<file path="src/rtl/fp_align_shifter.sv">
// Pipelined alignment right-shifter for the FPU add path.
// The mantissa is extended by three bits (guard, round, sticky) and shifted
// right. Every bit that falls off the bottom is folded into the sticky
// position. The logarithmic shift layers are spread across the pipeline
// slots. All slots advance together under a single valid/ready stall.
module fp_align_shifter #(
  parameter int WIDTH       = 25,
  parameter int SHIFT_W     = 8,
  parameter int PIPE_STAGES = 2,
  parameter int TAG_W       = 4
) (
  input  logic               CLK,
  input  logic               nRST,
  input  logic               flush,
  input  logic               in_valid,
  output logic               in_ready,
  input  logic [WIDTH-1:0]   fraction,
  input  logic [SHIFT_W-1:0] shift_amount,
  input  logic [TAG_W-1:0]   in_tag,
  output logic               out_valid,
  input  logic               out_ready,
  output logic [WIDTH-1:0]   result,
  output logic               guard,
  output logic               round,
  output logic               sticky,
  output logic [TAG_W-1:0]   out_tag
);

  // Extended datapath width and the number of shift layers needed to cover
  // every distance that still leaves something above the sticky position.
  localparam int EW = WIDTH + 3;
  localparam int LW = $clog2(EW);

  logic                   advance;
  logic [31:0]            shift_ext;
  logic                   big_shift;
  logic [EW-1:0]          entry_data;
  logic [LW-1:0]          entry_shamt;

  logic [PIPE_STAGES-1:0] valid_q;
  logic [PIPE_STAGES-1:0] valid_d;
  logic [EW-1:0]          data_q  [PIPE_STAGES];
  logic [EW-1:0]          data_d  [PIPE_STAGES];
  logic [LW-1:0]          shamt_q [PIPE_STAGES];
  logic [LW-1:0]          shamt_d [PIPE_STAGES];
  logic [TAG_W-1:0]       tag_q   [PIPE_STAGES];
  logic [TAG_W-1:0]       tag_d   [PIPE_STAGES];

  // Apply the shift layers that belong to one pipeline stage. Layer k shifts
  // by 2^k and ORs the dropped bits into bit 0. Because the running sticky
  // bit is itself dropped and re-ORed by later layers, the layered result
  // equals a single shift with full sticky accumulation.
  function automatic logic [EW-1:0] shift_layers(input logic [EW-1:0] e,
                                                 input logic [LW-1:0] sh,
                                                 input int            stage);
    logic [EW-1:0] r;
    logic [EW-1:0] lost_mask;
    logic          lost;
    r         = e;
    lost_mask = '0;
    lost      = 1'b0;
    for (int k = 0; k < LW; k++) begin
      if (((k * PIPE_STAGES) / LW) == stage && sh[k]) begin
        lost_mask = (EW'(1) << (1 << k)) - EW'(1);
        lost      = |(r & lost_mask);
        r         = r >> (1 << k);
        r[0]      = r[0] | lost;
      end
    end
    return r;
  endfunction

  // The whole pipe moves only when the output slot is empty or being taken.
  assign advance  = ~out_valid | out_ready;
  assign in_ready = advance;

  // Any distance at or beyond the extended width leaves only sticky. It is
  // resolved up front, so the layers only ever see distances below EW.
  assign shift_ext   = 32'(shift_amount);
  assign big_shift   = shift_ext >= 32'(EW);
  assign entry_data  = big_shift ? {{(EW-1){1'b0}}, |fraction} : {fraction, 3'b000};
  assign entry_shamt = big_shift ? '0 : shift_ext[LW-1:0];

  // Next-slot contents: stage 0 is fed from the input, the others from
  // their predecessor. Flush kills every incoming valid bit.
  always_comb begin
    valid_d = '0;
    for (int i = 0; i < PIPE_STAGES; i++) begin
      data_d[i]  = '0;
      shamt_d[i] = '0;
      tag_d[i]   = '0;
    end
    valid_d[0] = in_valid & ~flush;
    data_d[0]  = shift_layers(entry_data, entry_shamt, 0);
    shamt_d[0] = entry_shamt;
    tag_d[0]   = in_tag;
    for (int i = 1; i < PIPE_STAGES; i++) begin
      valid_d[i] = valid_q[i-1] & ~flush;
      data_d[i]  = shift_layers(data_q[i-1], shamt_q[i-1], i);
      shamt_d[i] = shamt_q[i-1];
      tag_d[i]   = tag_q[i-1];
    end
  end

  // Slot valid bits: updated on advance, and also cleared by flush while stalled.
  always_ff @(posedge CLK or negedge nRST) begin
    if (!nRST) begin
      valid_q <= '0;
    end else if (advance || flush) begin
      valid_q <= valid_d;
    end
  end

  // Slot payloads: move together on advance, and hold for the whole stall.
  always_ff @(posedge CLK or negedge nRST) begin
    if (!nRST) begin
      for (int i = 0; i < PIPE_STAGES; i++) begin
        data_q[i]  <= '0;
        shamt_q[i] <= '0;
        tag_q[i]   <= '0;
      end
    end else if (advance) begin
      for (int i = 0; i < PIPE_STAGES; i++) begin
        data_q[i]  <= data_d[i];
        shamt_q[i] <= shamt_d[i];
        tag_q[i]   <= tag_d[i];
      end
    end
  end

  assign out_valid = valid_q[PIPE_STAGES-1];
  assign result    = data_q[PIPE_STAGES-1][EW-1:3];
  assign guard     = data_q[PIPE_STAGES-1][2];
  assign round     = data_q[PIPE_STAGES-1][1];
  assign sticky    = data_q[PIPE_STAGES-1][0];
  assign out_tag   = tag_q[PIPE_STAGES-1];

endmodule

</file>
<file path="config.mk">
export PLATFORM = sky130hd
export DESIGN_NAME = fp_align_shifter
export DESIGN_NICKNAME = d
export VERILOG_FILES = /design/src/rtl/fp_align_shifter.sv
export SDC_FILE = /design/constraint.sdc
export NUM_CORES = 1
export LEC_CHECK = 0
export CORE_MARGIN = 2
export CORE_UTILIZATION = 55
export DETAILED_ROUTE_END_ITERATION = 6
export DONT_BUFFER_PORTS = 1
export GPL_TIMING_DRIVEN = 0
export PLACE_DENSITY = 0.7
export SLEW_MARGIN = 15
export SYNTH_ARGS = -nofsm -noshare
export SYNTH_HDL_FRONTEND = slang
export SYNTH_SLANG_ARGS = --single-unit
</file>
<file path="constraint.sdc">
create_clock -name CLK -period 2.2 [get_ports CLK]
set_input_delay 0.44 -clock CLK [delete_from_list [all_inputs] [get_ports CLK]]
set_output_delay 0.44 -clock CLK [all_outputs]
set_load 0.02 [all_outputs]
</file>
Word-level counts from Yosys, hierarchy flattened. Cells that the tools add are included.

Order comparisons: 1. Muxes and demuxes: 7. Bitwise gates (word level): 10. Reduce and logical (&&, ||, !) cells: 6.

Operators with widths (count): two-way mux 28 bit (6); OR reduction 25 bit (1); OR reduction 16 bit (1); >= comparator 8 x 5 -> 1 bit (second input constant) (1); OR reduction 8 bit (1); bitwise OR 1 bit (6); two-way mux 5 bit (1); OR reduction 4 bit (1); AND 1 bit (2); inverter 1 bit (2); OR reduction 2 bit (1); logical OR 1 bit (1).

Register bits: 71. Input bits: 42. Word-level logic and storage cells: 30.

Depth between registers and ports, before layout.
Word-level depth: 10. Depth in mapped cells: 7.

Worst setup path after synthesis. Ideal clock, no wire load.

Path kind: reg2out. Start: reg valid_q[1]. End: out in_ready. Arrival time: 1.262 ns. Data required time: 1.760 ns. Slack: 0.498 ns. Stages on the path, launching flop included: 6. Cell sequence: dfrtp_1 > nor2b_1 > buf_2 > inv_1 > buf_2 > buf_2.

Word-level cells in the longest chain between the ends: 2.

RTL lines: from (decl) (RTL line 40) `logic [PIPE_STAGES-1:0] valid_q;`; from (signal assigned) (RTL line 110) `valid_q <= valid_d;`; inverter 1 bit (RTL line 74) `assign advance = ~out_valid | out_ready;`; bitwise OR 1 bit (RTL line 74); to (decl) (RTL line 16) `output logic in_ready,`.

Every way passes these cells.

Worst setup path after layout. Same ends and word-level chain as after synthesis.

==> results.toml <==
[final_layout]
final_util = 0.6069
final_nets = 484
drive_gt1_frac = 0.1499
area_growth_pct = 8.663
n_antenna_cell = 0

[floorplan]
die_width_um = 89.14
die_h_um = 89.14
start_util = 0.5586
core_sq_um = 7137
ios = 76
die_area_sq_um = 7945
rows = 31

[logic_synthesis]
syn_nets = 471
yosysTopAreaCell = "dfrtp_1"
ys_ff_latch = 68
synth_edf_count = 0
syn_area_sq_um = 3986
synth-main-ff-cell = "dfrtp_1"
yosys.cell_count.top_type = "mux2i_1"
synthArstFlopShare = 1.000
syn_inst = 429
synth_top_area_frac = 0.4269
yosysUniqueCellTypes = 34
seq_area_frac_synth = 0.4269
ys_warn_count = 0
synth_area_leaders = "dfrtp_1, mux2i_1, nand2_1"
synth_common_cells = "mux2i_1, nand2_1, dfrtp_1, o21ai_0, buf_4"
postSynthAreaPerCell_sq_um = 9.292

[power_and_ir_drop]
swShare = 0.2986
p_leak_nw = 2.113
power.internal_w = 0.001887
p_clk_frac = 0.337
p_comb_frac = 0.154
pwr-share-seq = 0.509
power-per-cell-area_nw_per_um2 = 621.1
ir_drop_v = 0.0003095
power.switching_w = 0.0008033
power.total_w = 0.002691

[cts]
postCtsSetupBuffers = 0
htreeDepth = 3
clkSinkCount = 68
cts-root-buf = "clkbuf_8"
cts_buffers = 9
clockBufferDepth = 2
clkSlewWorstSetupHoldPaths_ps = 70
clock_latency_ps = 340
cts_tree = "built"

[sta]
max_slew.worst_pin.slew_ps = 888.4
timing.fmax_mhz = 462.4
tns_ps = 0
finalSetupViolations = 0
fin_crit_ps = 2163
slew-limit-headroom = 0.4023
rsz0062_at_grt = "false"
drv_slew = 0
post-route-period-util = 0.9830
hold_viol = 0
finClkSkew_ps = 9.614

[setup_path]
crit_top_cell = "buf_4"
worst_ep_arrival_time_ps = 1720
criticalPathCategory = "reg2out"
max_stage_delay_ps = 450
critPathLaunchType = "flip-flop"
critical-path-slowest-cell = "dfrtp_1"
critPathBufInv = 4
cp_data_required_time_ps = 1760
path_cells = "nor2b_1 > buf_4 > inv_2 > buf_4 > buf_4"
crit_family = "buffers and inverters"
r2r_start = "valid_q[1]"
cp-end-kind = "output port"
crit_fanout = 10
crit_path_start = "valid_q[1]"

[detailed_routing]
drt_iter0_drc = 225
ant_nets = 0
drtPass1Iterations = 4
wl_per_cell_um = 17.62
routed-via-count = 3157
drt-total-wl_um = 9619
drc = 0
vias_per_cell = 5.782

[grt]
grt_first_pass_wirelength_um = 15250
grt_pass1_vias = 3032
antenna_found_initial = 0
overflow = 0
grt_max_degree = 69
globalRouteTotalUtil = 0.2553

[outcome]
status = "finished clean"

[run]
maxCapViolations = 0

[min_path]
min_from = "flush"
hold_class = "in2reg"

[placed_design]
gp_congestion = 0.9681
place_hpwl_um = 7439
io_buffer_count = 0
## layer usage
layer,routed length (um),vias to the layer above,global-route usage
met1,4305,1513,0.3573
met3,574,16,0.05171
met5,0,-,0
li1,-,1519,-
met4,177,0,0.06649
met2,4562,109,0.4074
## through the flow
step	hold WS [ps]	std cells	instance area (sq um)	worst slack [ps]
after CTS	144.0	546	4332	50.06
after global routing	146.2	546	4332	6.954
after global placement	146.8	528	4110	156.1
after floorplan	144.4	429	3986	498.2
after detailed placement	146.1	528	4110	166.8
final	154.4	546	4332	37.32
## what timing repair did
action / in CTS / in global routing
gates resized for setup: 4 / 0
endpoints found under the setup margin: 1 / 0
hold buffers: 2 / 0
hold endpoints to repair: 68 / 0
## placed cells by master (no fill, tap or decap), types with 4 or more instances in the layout
master / count
buf_2: 11
nor3_1: 4
nor2_1: 24
o21ai_0: 40
nor4_1: 10
buf_4: 30
clkbuf_8: 9
clkbuf_1: 11
a21oi_1: 25
nand3_1: 7
mux2i_1: 80
a22o_1: 8
nand2_1: 79
dfrtp_1: 68
## path summary, 6_finish.rpt
kind,end,slack [ps],cells after the start
worst max-delay path,in_ready,40,5
worst min-delay path,valid_q[1],150,1
worst max register to register,result[18],460,4
worst min register to register,tag_d[2],470,2
max in group asynchronous,result[12],1280,2
min in group asynchronous,result[22],630,2
## kinds of logic (layout without fill, tap and decap cells)
logic type,after synthesis,in the layout,synth area share
simple gates,139,139,0.1579
flops,68,68,0.4269
buf+inv,55,73,0.08161
compound gates,83,83,0.1186
mux,84,84,0.2150
## power groups by stage
stage	Sequential (W)	Combinational (W)	Clock [W]
after global placement	0.00139	0.000374	0
after global routing	0.00138	0.000462	0.000988
after CTS	0.00137	0.000417	0.000923
after floorplan	0.00138	0.000313	0
final	0.00137	0.000416	0.000907
after detailed placement	0.00139	0.000382	0
## area by class of cell
| type | instances | area (sq um) |
|---|---|---|
| fillers | 666 | 2805 |
| multi-input cells | 306 | 1959 |
| flip-flops and latches | 68 | 1702 |
| plain buffers | 54 | 329.1 |
| clock buffers | 9 | 123.9 |
| well taps | 99 | 123.9 |
| clock inverters | 7 | 52.55 |
| repair buffers | 2 | 37.54 |
| inverters | 1 | 3.754 |
## registers in the layout (all words and copies together) (netlist names)
| name | flops |
|---|---|
| sticky | 1 |
| round | 1 |
| data_q | 28 |
| result | 25 |
| tag_d | 4 |
| out_tag | 4 |
| guard | 1 |
| valid_q | 2 |
| shamt_d | 2 |
Power figures use the tool's default switching activity.
